$ cat src/rtl/lfsr_seq_gen.sv
// Galois LFSR sequence generator with seed load, mark/rewind checkpoint,
// saturating steps-since-mark counter and period-complete detection.
module lfsr_seq_gen #(
  parameter int unsigned           WIDTH      = 8,
  parameter logic [WIDTH-1:0]      TAPS       = 8'hB8,
  parameter int unsigned           SYM_BITS   = 2,
  parameter logic [WIDTH-1:0]      RESET_SEED = 1
) (
  input  logic                clk,
  input  logic                rst,
  input  logic                enable,
  input  logic [WIDTH-1:0]    seed,
  input  logic                seed_load,
  input  logic                step,
  input  logic                mark,
  input  logic                rewind,
  output logic [WIDTH-1:0]    lfsr_out,
  output logic [SYM_BITS-1:0] sym_out,
  output logic [WIDTH-1:0]    steps_since_mark,
  output logic                period_done,
  output logic                wrapped
);

  logic [WIDTH-1:0] state_q, seed_q, mark_q, count_q;
  logic             period_done_q, wrapped_q;
  logic [WIDTH-1:0] nxt, load_val, count_inc;

  always_comb begin
    nxt       = state_q[0] ? ((state_q >> 1) ^ TAPS) : (state_q >> 1);
    // An all-zero state would lock the LFSR, so a zero seed loads 1 instead.
    load_val  = (seed == '0) ? {{(WIDTH-1){1'b0}}, 1'b1} : seed;
    count_inc = (count_q == '1) ? count_q : count_q + 1'b1;
  end

  always_ff @(posedge clk or posedge rst) begin
    if (rst) begin
      state_q       <= RESET_SEED;
      seed_q        <= RESET_SEED;
      mark_q        <= RESET_SEED;
      count_q       <= '0;
      period_done_q <= 1'b0;
      wrapped_q     <= 1'b0;
    end else if (!enable) begin
      period_done_q <= 1'b0;
    end else begin
      period_done_q <= 1'b0;
      if (seed_load) begin
        state_q   <= load_val;
        seed_q    <= load_val;
        mark_q    <= load_val;
        count_q   <= '0;
        wrapped_q <= 1'b0;
      end else if (rewind) begin
        state_q <= mark_q;
        count_q <= '0;
      end else begin
        if (step) begin
          state_q <= nxt;
          // A mark in the same cycle checkpoints the pre-step state, so one step is counted.
          count_q <= mark ? {{(WIDTH-1){1'b0}}, 1'b1} : count_inc;
          if (nxt == seed_q) begin
            period_done_q <= 1'b1;
            wrapped_q     <= 1'b1;
          end
        end else if (mark) begin
          count_q <= '0;
        end
        if (mark) mark_q <= state_q;
      end
    end
  end

  assign lfsr_out         = state_q;
  assign sym_out          = state_q[SYM_BITS-1:0];
  assign steps_since_mark = count_q;
  assign period_done      = period_done_q;
  assign wrapped          = wrapped_q;

endmodule

$ cat config.mk
export PLATFORM = sky130hd
export DESIGN_NAME = lfsr_seq_gen
export DESIGN_NICKNAME = d
export VERILOG_FILES = /design/src/rtl/lfsr_seq_gen.sv
export SDC_FILE = /design/constraint.sdc
export NUM_CORES = 1
export LEC_CHECK = 0
export CORE_ASPECT_RATIO = 1.1
export CORE_MARGIN = 1
export CORE_UTILIZATION = 45
export DETAILED_ROUTE_END_ITERATION = 12
export MAX_ROUTING_LAYER = met4
export PLACE_DENSITY = 0.7
export SYNTH_ARGS = -nofsm -noshare
export SYNTH_HDL_FRONTEND = slang
export SYNTH_SLANG_ARGS = --single-unit
$ cat constraint.sdc
create_clock -name clk -period 3.55 [get_ports clk]
set_input_delay 0.71 -clock clk [delete_from_list [all_inputs] [get_ports clk]]
set_output_delay 0.71 -clock clk [all_outputs]
set_load 0.01 [all_outputs]
# Word level (Yosys, flattened, before mapping)
# Cells that the tools add are included.
# totals
input_bits,15
mem_count,0
romBits,0
regBits,34
ramBits,0
latchBits,0
# classes
shift,0
n_lt_le_gt_ge,0
bitwise,1
n_reduce_logical,11
add_sub_neg,1
eq_ne,4
mul,0
n_div,0
muxes,23
# op_table
cell,n
8-bit 2-to-1 mux,14
1-bit 2-to-1 mux,9
8-bit by 1-bit adder with 8-bit output (second input constant),1
8-bit equality test,1
8-bit equality test (second input constant),1
8-bit zero test,1
3-bit AND reduction,2
2-bit nonzero test,3
4-bit inequality test (second input constant),1
3-bit inverter with 4-bit output,1
2-bit AND reduction,2
4-bit AND reduction,1
4-bit nonzero test,1
3-bit nonzero test,1
2-bit inequality test (second input constant),1

# Logic depth before layout (Yosys ltp)
# Gate-level depths: netlist of run 1.
# depth
depth_word,8
ltp_mapped,7

# Worst setup path after synthesis of run 1
# No wires, ideal clock.
# synth_timing
kind,input to register
from,input rewind
to,register state_q[7] (netlist: lfsr_out[7])
t_arrival_ns,1.625
slack_ns,1.799
cell_stages,6
cell_sequence,buf_2 -> or2_1 -> buf_2 -> o21ai_4 -> buf_4 -> o21ai_0
# synth_between
elab_chain_len,2
word_cells_on_any_way,4
classes_between,2 x mux; 2 x reduce/logical
# synth_rtl
element,line_no,rtl
from (decl),16,"input logic rewind,"
3-bit nonzero test (no source line) or 8-bit 2-to-1 mux (tied branches),-,
2-bit AND reduction (no source line) or 8-bit 2-to-1 mux (tied branches),-,
to (signal assigned),48,state_q <= load_val;
to (signal assigned),54,state_q <= mark_q;
to (signal assigned),58,state_q <= nxt;
to (decl),24,"logic [WIDTH-1:0] state_q, seed_q, mark_q, count_q;"
# Several ways; a longest one is shown, not always the timed one.
# A chain may end at the register's enable or synchronous reset.

# Final worst setup path of run 1
# Ends and elaborated chain as after synthesis.

==> out/results.md, run 1 <==
Cells and area
• 0.1008 — share of layout cells above drive strength 1
• 367 — Filler Cells Inserted
• 0.5892 — Util after Layout
• 0 — antenna cells
• sky130_fd_sc_hd__nand2_1 — most common library cell in the layout ignoring fill and taps
• 23.53% — area added between synthesis and finish
• 253 — Final #Nets
• 290 — post-layout instance count excluding filler cells
• sky130_fd_sc_hd__nand2_1 (35), sky130_fd_sc_hd__clkdlybuf4s50_1 (34), sky130_fd_sc_hd__dfrtp_1 (31), sky130_fd_sc_hd__o21ai_0 (20), sky130_fd_sc_hd__mux2i_1 (16) — top library cells by usage in the layout, fill and taps aside

Floorplanning
• 35 — boundary pin count
• 64.27 um — Die Span X
• 4024 um^2 — placeable core area
• 0.4770 — Starting Density
• 70.50 um — die outline height
• 24 — number of placement rows
• 4531 um^2 — Die Area

Logic synthesis
• 206 — post-synthesis instance total
• 0 — Synthesis Warnings
• sky130_fd_sc_hd__dfrtp_1 (40%), sky130_fd_sc_hd__mux2i_1 (8.3%), sky130_fd_sc_hd__nand2_1 (6.8%) — cell types with the largest area share after synthesis
• 0.4452 — sequential element share of the synthesized area
• sky130_fd_sc_hd__dfrtp_1 — predominant post-synthesis flop cell
• 222 — net count of the mapped netlist
• 41 — count of distinct cell types in the synthesized netlist
• sky130_fd_sc_hd__dfrtp_1 — Yosys top cell by area
• 9.317 um^2 — per-instance average area after synthesis
• 1919 um^2 — Syn Std Cell Area
• 0 — number of synthesized flops with an enable pin
• 34 — flip-flop and latch count after synthesis
• 0.4042 — area fraction of the dominant cell type after synthesis
• 1.000 — share of flip-flops with an asynchronous set or reset after synthesis

Outcome
• completed — result of the run

Timing
• 0.5528 — worst slew margin relative to its limit
• 2.329 ns — time the worst path needs with I/O delays and setup
• 0.004588 ns — clock tree skew after final layout
• 0 ns — Sum Neg Setup Slack
• 0 — count of final max-slew check failures
• 0 — Final setup violation count
• 429.4 MHz — top achievable clock speed
• 0.6656 ns — transition time at the pin with the least slew margin
• 0 — Final Hold Vio Count
• false — RSZ-0062 raised after global routing
• 0.6560 — post-route fraction of the period consumed by the critical path

Placement
• 0.7762 — routability-driven placement congestion ratio
• 282 — Placed Cells
• 2945 um — detailed-placement wirelength estimate
• 34 — total of buffers placed on input and output ports

Pwr
• 0.9804 nW — total leakage power
• 0.001011 W — PnR Total Power
• 313.9 uV — worst vdd ir
• 426.5 nW/um^2 — Power Dens Cells

Worst setup path
• 3.70 ns — critical path required time
• rewind — Worst setup startpoint
• clkdlybuf4s50_1 -> or2_1 -> o21ai_4 -> o21ai_0 — cell breakdown of the critical path
• 5 — worst reg2reg path depth
• 2.48 ns — data arrival time of the critical path
• 0.75 ns — crit-path max cell delay
• sky130_fd_sc_hd__clkdlybuf4s50_1 — standard cell with the maximum stage delay on the critical path
• primary input — category of the worst setup path launch point
• steps_since_mark[1] — endpoint of the most critical register-to-register path
• steps_since_mark[0] — startpoint of the most critical register-to-register path
• in -> reg — critical path start-end classification
• 1.88 ns — worst reg-to-reg setup slack
• flop — type of destination of the critical path
• 17 — maximum fanout encountered on the critical timing path

GRT
• 0 — grt ovf
• 35 — largest net degree at the start of global routing
• 0 — number of antenna violations at the first check in global routing
• 1574 — vias in the first global route
• 0.2122 — gr usage total
• 7196 um — first-pass GRT wire length

Min path
• mark_q[0] — Hold EP
• 2 — worst hold path stage count
• reg -> reg — Min-Delay Path Class
• mark_q[0] — worst hold start

Clock network
• 0.07 ns — Reg clk slew, reported paths
• 0.29 ns — Clock Latency Late Sink
• sky130_fd_sc_hd__clkbuf_8 — clock tree root buffer cell
• done — CTS tree
• 0 — number of instances resized during post-cts repair
• 34 — number of clock sinks seen by CTS
• 2 — depth of the CTS H-tree
• 5 — clock buffer count from CTS
• 0 — Setup Buffers After CTS
• 2 — CTS max path bufs
• 0 — hold_buf cts

Route
• 72 — initial drt markers
• 0 — DRC violation count after routing
• 5.479 — number of vias per cell
• 4 — first-pass detailed-route iteration total
• 0 — Post-DRT Antenna Nets
• 1589 — vias after detailed routing
• 14.45 um — DR WL/cell
• 4191 um — Total Wirelength

Flow run
• 0 — reported max-cap violation count

==> layout make-up <==
| cell class | count | area (um^2) | share of cell area |
|---|---|---|---|
| Tap cell | 52 | 65.06 | 0.02744 |
| Inverter | 2 | 7.507 | 0.003166 |
| Clock inverter | 1 | 5.005 | 0.002111 |
| Timing Repair Buffer | 38 | 370.4 | 0.1562 |
| Clock buffer | 7 | 86.33 | 0.03641 |
| Multi-Input combinational cell | 156 | 982.2 | 0.4142 |
| Sequential cell | 34 | 854.6 | 0.3604 |
==> critical path, delay by kind of cell <==
kind / cells / cell delay, ns
and+or+nand+nor: 1 / 0.47
buffers and inverters: 1 / 0.75
AOI/OAI and AO/OA: 2 / 0.55
==> report_power, final <==
part | switching, W | internal (W)
clock | 0.000142 | 0.000156
combinational | 0.000104 | 0.000121
sequential | 0.0000524 | 0.000436
total | 0.000298 | 0.000713
==> state kept, by name (all words and copies together) (netlist names) <==
signal	cells
mark_q	8
lfsr_out	8
steps_since_mark	8
wrapped	1
seed_q	8
period_done	1
==> cells in the mapped netlist, types with 2 or more instances <==
cell type,n
sky130_fd_sc_hd__dfrtp_1,31
sky130_fd_sc_hd__a31oi_1,3
sky130_fd_sc_hd__clkbuf_1,2
sky130_fd_sc_hd__nor4_1,3
sky130_fd_sc_hd__o21ai_0,20
sky130_fd_sc_hd__mux2i_1,16
sky130_fd_sc_hd__xnor2_1,7
sky130_fd_sc_hd__nand4_1,3
sky130_fd_sc_hd__inv_1,2
sky130_fd_sc_hd__nor2_1,8
sky130_fd_sc_hd__o31ai_1,3
sky130_fd_sc_hd__nor2b_1,7
sky130_fd_sc_hd__nand2_1,35
sky130_fd_sc_hd__mux2_2,7
sky130_fd_sc_hd__dfstp_2,3
sky130_fd_sc_hd__a211oi_1,2
sky130_fd_sc_hd__xor2_1,2
sky130_fd_sc_hd__buf_4,3
sky130_fd_sc_hd__a21oi_1,11
sky130_fd_sc_hd__buf_2,9
sky130_fd_sc_hd__nor3_1,7
sky130_fd_sc_hd__nand2b_1,3
==> how the worst max path moves through the flow <==
stage                          end  cells after the start
4_1_cts                lfsr_out[7]                      4
3_3_place_gp   steps_since_mark[1]                      5
2_1_floorplan          lfsr_out[7]                      6
3_5_place_dp   steps_since_mark[5]                      4
6_report               lfsr_out[7]                      4
5_1_grt        steps_since_mark[5]                      4
==> metrics by stage <==
step,hold slack [ns],cell area (um^2),worst slack (ns)
finish,0.4688,2371,1.221
global route,0.5008,2371,1.046
CTS,0.4725,2371,1.208
detailed placement,0.4622,2280,0.9365
global placement,0.4616,2280,0.9576
floorplan,0.4496,1919,1.799
==> cell families after synthesis <==
kind of cell	count (synthesis)	synth area share
compound gates	48	0.1532
xor+xnor	9	0.04107
fa+ha+maj	1	0.006518
buf+inv	16	0.04303
flops	34	0.4452
mux	23	0.1245
simple gates	75	0.1865
==> per-layer routing <==
metal / routed length, um / global-route usage / vias up
li1: - / - / 789
met1: 1929 / 0.2524 / 756
met2: 2053 / 0.3427 / 39
met3: 156 / 0.05392 / 5
met4: 51 / 0.08148 / 0
met5: 0 / - / -
Power figures use the tool's default switching activity.
==> run 2: changes to the inputs <==
PLACE_DENSITY = 0.73   (was 0.7)
clock period = 2 ns   (was 3.55 ns; I/O delays follow)
==> out/results.md, run 2 (synthesized netlist as in run 1, its figures left out) <==
Outcome
• completed — result of the run

Cells and area
• sky130_fd_sc_hd__nand2_1 (35), sky130_fd_sc_hd__clkdlybuf4s50_1 (34), sky130_fd_sc_hd__dfrtp_1 (31), sky130_fd_sc_hd__o21ai_0 (20), sky130_fd_sc_hd__mux2i_1 (16) — top library cells by usage in the layout, fill and taps aside
• 260 — Final #Nets
• 25.49% — area added between synthesis and finish
• 0.1189 — share of layout cells above drive strength 1
• 0.5986 — Util after Layout
• 357 — Filler Cells Inserted
• sky130_fd_sc_hd__nand2_1 — most common library cell in the layout ignoring fill and taps
• 296 — post-layout instance count excluding filler cells
• 0 — antenna cells

Route
• 14.88 um — DR WL/cell
• 4 — first-pass detailed-route iteration total
• 4405 um — Total Wirelength
• 0 — DRC violation count after routing
• 170 — initial drt markers
• 1604 — vias after detailed routing
• 0 — Post-DRT Antenna Nets
• 5.419 — number of vias per cell

Worst setup path
• output port — type of destination of the critical path
• clkdlybuf4s50_1 — cell breakdown of the critical path
• 0.35 ns — worst reg-to-reg setup slack
• reg -> out — critical path start-end classification
• 1.60 ns — critical path required time
• sky130_fd_sc_hd__dfstp_2 — standard cell with the maximum stage delay on the critical path
• 1.36 ns — data arrival time of the critical path
• 0.55 ns — crit-path max cell delay
• lfsr_out[0] — Worst setup startpoint
• flip-flops — CP delay by family, top
• 1 — count of buffer and inverter cells on the critical path
• flop — category of the worst setup path launch point
• 3 — maximum fanout encountered on the critical timing path
• steps_since_mark[0] — startpoint of the most critical register-to-register path

Timing
• 0.6966 — worst slew margin relative to its limit
• 0 ns — Sum Neg Setup Slack
• 0.8808 — post-route fraction of the period consumed by the critical path
• 0 — Final Hold Vio Count
• 0 — count of final max-slew check failures
• 0.4540 ns — transition time at the pin with the least slew margin
• 0.2385 ns — worst path setup slack after routing
• false — RSZ-0062 raised after global routing
• 0 — Final setup violation count
• 1.762 ns — time the worst path needs with I/O delays and setup
• 567.7 MHz — top achievable clock speed
• 0.4747 ns — Min Hold Slack
• 0.004057 ns — clock tree skew after final layout

GRT
• 0 — number of antenna violations at the first check in global routing
• 0.2298 — gr usage total
• 35 — largest net degree at the start of global routing
• 1593 — vias in the first global route
• 0 — grt ovf
• 7721 um — first-pass GRT wire length

Pwr
• 0.001239 W — Cell Int Power
• 642.4 uV — worst vdd ir
• 0.0005149 W — net switching power
• 0.268 — Clk pwr share
• 0.491 — Flop pwr share
• 0.2936 — switching share of power
• 0.242 — share of power burned in combinational logic
• 1.005 nW — total leakage power
• 728.2 nW/um^2 — Power Dens Cells

Clock network
• 0.29 ns — Clock Latency Late Sink
• done — CTS tree
• 5 — clock buffer count from CTS
• 2 — depth of the CTS H-tree
• sky130_fd_sc_hd__clkbuf_8 — clock tree root buffer cell
• 34 — number of clock sinks seen by CTS
• 0.06 ns — Reg clk slew, reported paths
• 0 — number of instances resized during post-cts repair
• 0 — hold_buf cts
• 2 — CTS max path bufs

Floorplanning
• 24 — number of placement rows
• 70.50 um — die outline height
• 4024 um^2 — placeable core area
• 4531 um^2 — Die Area
• 35 — boundary pin count
• 64.27 um — Die Span X
• 0.4770 — Starting Density

Placement
• 3119 um — detailed-placement wirelength estimate
• 0.8758 — routability-driven placement congestion ratio
• 288 — Placed Cells
• 0.04537 ns — pre-CTS setup slack
• 34 — total of buffers placed on input and output ports

Min path
• reg -> reg — Min-Delay Path Class
• mark_q[0] — worst hold start

Flow run
• 0 — reported max-cap violation count

run 2: cell count changes in the layout (fill, tap and decap cells not counted), sizes merged:
cell / previous run / this run
buf: 4 / 11
clkinv: 1 / 0
run 2: repair_timing:
action / CTS / global route
endpoints found under the setup margin: 1 / 0
endpoints found under the hold margin: 0 / 0
buffers inserted: 1 / 0
run 2: worst reg2reg max path: stages (launching register included):
cell and delay (ns):
sky130_fd_sc_hd__dfrtp_1 0.46, sky130_fd_sc_hd__ha_1 0.28, sky130_fd_sc_hd__and3_1 0.20, sky130_fd_sc_hd__nand2_1 0.18
sky130_fd_sc_hd__a21oi_1 0.10, sky130_fd_sc_hd__a311o_1 0.32
run 2: layout make-up:
cell class	instances	area, um^2	area share
tap	52	65.06	0.02701
inverter	2	7.507	0.003117
clock buffer	7	76.32	0.03169
multi-input combinational	156	982.2	0.4078
sequential	34	854.6	0.3548
timing repair buffer	45	422.9	0.1756
run 2: through the flow:
step	power [W]	instance area, um^2
after global placement	0.001281	2325
after detailed placement	0.001293	2325
final	0.001754	2409
after floorplan	0.001121	1919
after CTS	0.001770	2409
after global routing	0.001863	2409
run 2: per-layer routing:
layer	track usage	vias to the layer above	wire, um
li1	-	802	-
met2	0.3754	32	2242
met3	0.03758	11	145
met4	0.09383	0	81
met5	-	-	0
met1	0.2800	759	1935
run 2: path summary, 6_finish.rpt:
| check | to | cells past startpoint |
|---|---|---|
| setup / recovery | lfsr_out[0] | 1 |
| max in group asynchronous | lfsr_out[0] | 3 |
| min in group asynchronous | steps_since_mark[4] | 3 |
| hold / removal | mark_q[0] | 2 |
| hold reg to reg | mark_q[0] | 2 |
| setup reg to reg | steps_since_mark[1] | 5 |
run 2: power by group through the flow:
stage	clock network, W	registers, W	logic (W)
finish	0.000469	0.000861	0.000424
detailed placement	0	0.000884	0.000409
global route	0.000510	0.000872	0.000482
CTS	0.000481	0.000861	0.000428
global placement	0	0.000880	0.000401
floorplan	0	0.000861	0.000260
==> variant 1 (config.mk and constraints of run 1) <==
Make the reset (`rst`) synchronous in one clocked block.
--- a/src/rtl/lfsr_seq_gen.sv
+++ b/src/rtl/lfsr_seq_gen.sv
@@ -34,3 +34,3 @@
 
-  always_ff @(posedge clk or posedge rst) begin
+  always_ff @(posedge clk) begin
     if (rst) begin
Function: differs if rst is asserted again (counterexample within 4 cycles, from zero or initial values and one cycle with rst high); with rst held inactive, the same outputs for 4 cycles.
==> variant 1 against run 1 <==
Worst setup slack got worse by 0.063 ns; cell count rose by 7.9%; power fell by 15%; critical path type unchanged; clock power decreased by 1%; routed wire length increased by 9.0%; area after synthesis is 2.0% lower; sequential cell count is the same; design area decreased by 2.8%; die area is 2.0% lower; first-iteration DRC count grew 89%.
==> variant 1: results (changes against run 1) <==
Routability Congestion: 0.818 (+5.3%)
placed cell area: 2210 sq um (-3.0%)
Commonest cells post-synth: nand2_1 (42), dfxtp_1 (34), a21oi_1 (19), nor2_1 (14), mux2i_1 (12)
Distinct cells, synth: 44 (+7.3%)
grt met2 use: 0.370 (+0.0273)
prevailing post-synth register cell: dfxtp_1
adder-cell share of the synthesized area: 0.00665 (+0.000134)
sequential share of the synthesized area: 0.362 (-0.0833)
asr flop ratio synth: 0 (-1.00)
placed cell count: 305 (+8.2%)
Peak VDD IR: 0.000245 V (-22%)
status: finished clean
largest net degree at the start of global routing: 19 (-46%)
Core Util, Final: 0.577 (-0.0125)
layout cell share with drive strength beyond 1: 0.0613 (-0.0395)
first-pass GRT wire length: 7.51 mm (+4.3%)
compound-cell area share of the yosys netlist: 0.223 (+0.0697)
critical path arrival: 2.59 ns (+0.11 ns)
vias in the first global route: 1590 (+1.0%)
top cells by area, synth: dfxtp_1 (36%), nand2_1 (8.4%), mux2i_1 (6.4%)
Lkg Pwr: 0.797 nW (-19%)
synthesized area per cell: 8.04 sq um (-14%)
DRT iter0 DRCs: 136 (+89%)
multiplexer area fraction after synthesis: 0.0758 (-0.0487)
Crit Path Max Fanout: 18 (+1)
GRT Total Usage: 0.226 (+0.0138)
==> variant 1: cell count changes after synthesis, moves of 6 or more <==
cell,before,now
dfxtp_1,0,34
dfrtp_1,31,0
a211oi_1,2,8
a21oi_1,11,19
clkbuf_1,2,9
nand3_1,1,7
nand2_1,35,42
o21ai_0,20,10
nor2_1,8,14
==> variant 1: power by group <==
group | internal [mW] | leakage [nW] | switching (mW)
combinational | 0.0703 | 0.470 | 0.0763
clock | 0.156 | 0.0482 | 0.137
sequential | 0.400 | 0.278 | 0.0221
==> variant 1: cell type report <==
type | count | area share
Clock inverter | 1 | 0.00217
Inverter | 4 | 0.00652
Tap cell | 52 | 0.0282
Sequential cell | 34 | 0.295
Clock buffer | 7 | 0.0375
Timing Repair Buffer | 37 | 0.158
Multi-Input combinational cell | 178 | 0.473
==> variant 1: logic make-up after synthesis <==
family / after synthesis
adder cells (fa/ha/maj): 1
buffers and inverters: 22
multiplexers: 14
AO/OA/AOI/OAI: 63
AND/OR/NAND/NOR: 89
flip-flops: 34
XOR/XNOR: 11
==> variant 1: metrics by stage <==
step	hold WS, ns	total power [mW]	setup WS (ns)
finish	0.453	0.862	1.16
global route	0.499	0.905	1.03
CTS	0.461	0.868	1.18
detailed placement	0.452	0.576	0.875
global placement	0.442	0.575	0.893
floorplan	0.433	0.521	1.68
==> variant 1: worst paths after layout <==
check,depth (start not counted),start,end
min,2,wrapped,wrapped
max reg2reg,5,steps_since_mark[0],steps_since_mark[1]
max,4,rewind,steps_since_mark[2]
min reg2reg,2,wrapped,wrapped
==> variant 1: routing by layer <==
layer | share of wire | wire length (um)
met1 | 0.46 | 2090
met2 | 0.47 | 2140
met3 | 0.055 | 251
met4 | 0.018 | 80
met5 | 0 | 0
==> variant 1: worst max-delay path, cell delays in order <==
cell	delay (ns)
clkdlybuf4s50_1	0.76
or3_4	0.59
or3_1	0.35
a31oi_1	0.17
==> variant 2 (config.mk and constraints of run 1) <==
Without the edit above. The parameter `SYM_BITS` goes from 2 to 3.
--- a/src/rtl/lfsr_seq_gen.sv
+++ b/src/rtl/lfsr_seq_gen.sv
@@ -5,3 +5,3 @@
   parameter logic [WIDTH-1:0]      TAPS       = 8'hB8,
-  parameter int unsigned           SYM_BITS   = 2,
+  parameter int unsigned           SYM_BITS   = 3,
   parameter logic [WIDTH-1:0]      RESET_SEED = 1
Ports: changed (resized sym_out); port bits go from 35 to 36. No check against the original RTL was run, so the function may have changed too.
==> variant 2 against run 1 <==
Synthesized cell count rose by 0.49%; area after synthesis rose by 0.39%; sequential cell count did not move; core utilization rose by 0.34 points; routed wire length fell by 0.26%; sequential share of layout area fell by 0.21 points; worst setup slack got worse by 0.036 ns; power rose by 0.82%; design area rose by 0.58%; largest power group unchanged; highest routed layer unchanged.
==> variant 2: results (changes against run 1) <==
GRT Total Usage: 0.208 (-0.00443)
Post-CTS Setup Bufs: 0 (unchanged)
Post-Route WL: 4.18 mm (-0.26%)
first-pass GRT wire length: 6.96 mm (-3.3%)
sequential share of the synthesized area: 0.444 (-0.00173)
diode count: 0 (unchanged)
layout cell share with drive strength beyond 1: 0.105 (+0.00376)
fmax: 0.423 GHz (-1.5%)
vias in the first global route: 1395 (-11%)
Crit Path Max Fanout: 14 (-3)
Critical path origin: enable
syn_nets: 223 (+0.45%)
Layout fillers: 391 (+6.5%)
Lkg Pwr: 0.983 nW (+0.30%)
Root Driver: clkbuf_8
status: finished clean
internal power: 0.715 mW (+0.27%)
synthesized area per cell: 9.31 sq um (about the same)
dpl ws: 0.909 ns (-0.0273 ns)
CP Capture Point: wrapped
Routability Congestion: 0.916 (+18%)
vias per inst: 5.42 (-1.1%)
Detail Placement HPWL: 2.97 mm (+0.69%)
clock buffer depth: 2 (unchanged)
adder-cell share of the synthesized area: 0.00649 (-0.0000254)
Post-Synth XOR/XNOR Area: 0.0409 (-0.000160)
placed cell count: 283 (+0.35%)
multiplexer area fraction after synthesis: 0.124 (-0.000485)
Routed WL per cell: 14.4 um (-0.61%)
Peak VDD IR: 0.000238 V (-24%)
top cells by area, synth: dfrtp_1 (40%), mux2i_1 (8.3%), nand2_1 (6.8%)
Worst slew margin: 0.345 (-0.208)
compound-cell area share of the yosys netlist: 0.153 (-0.000597)
nets: 254 (+0.40%)
IO buf count: 35 (+2.9%)
clk_skew: 0.00389 ns (-0.000698 ns)
DRT iter0 DRCs: 80 (+11%)
critical path arrival: 2.54 ns (+0.06 ns)
clock latency on the worst-skew pair: 0.29 ns (about the same)
-- variant 2: cell types whose count changed after synthesis, sizes merged --
cell,delta
buf,+1
-- variant 2: worst min path at each step --
stage | endpoint | slack [ns] | cells after the start
after floorplan | mark_q[1] | 0.45 | 2
after global placement | mark_q[0] | 0.46 | 2
after detailed placement | mark_q[0] | 0.46 | 2
after CTS | mark_q[0] | 0.47 | 2
after global routing | mark_q[0] | 0.50 | 2
final | mark_q[0] | 0.47 | 2
-- variant 2: worst max-delay path, cell delays in order --
cell	delay, ns
clkdlybuf4s50_1	0.83
nand2_2	0.19
nor3_1	0.30
nand4_1	0.15
o41ai_1	0.35
-- variant 2: metal layers --
layer,up-vias,share of wire,global-route usage
li1,788,-,-
met1,743,0.49,0.291
met2,41,0.45,0.292
met3,5,0.050,0.0532
met4,0,0.011,0.0667
met5,-,0,-
-- variant 2: per-stage QoR --
step / utilization / area, sq um
6_report: 0.593 / 2380
5_1_grt: 0.593 / 2380
4_1_cts: 0.593 / 2380
3_5_place_dp: 0.569 / 2290
3_3_place_gp: 0.569 / 2290
2_1_floorplan: - / 1930
-- variant 2: cell families after synthesis --
logic type | after synthesis
xor+xnor | 9
flops | 34
simple gates | 75
mux | 23
fa+ha+maj | 1
compound gates | 48
buf+inv | 17
-- variant 2: cell type report --
type	instances	area [sq um]	share of cell area
well taps	52	65.1	0.0273
repair buffers	39	380	0.159
clock inverters	2	12.5	0.00525
flip-flops and latches	34	855	0.358
multi-input cells	156	982	0.412
clock buffers	6	82.6	0.0346
inverters	2	7.51	0.00315
-- variant 2: power by group through the flow --
stage	clock, mW	sequential (mW)	combinational (mW)
floorplan	0	0.486	0.150
global placement	0	0.495	0.228
detailed placement	0	0.496	0.231
CTS	0.308	0.489	0.232
global route	0.326	0.496	0.253
finish	0.301	0.488	0.231
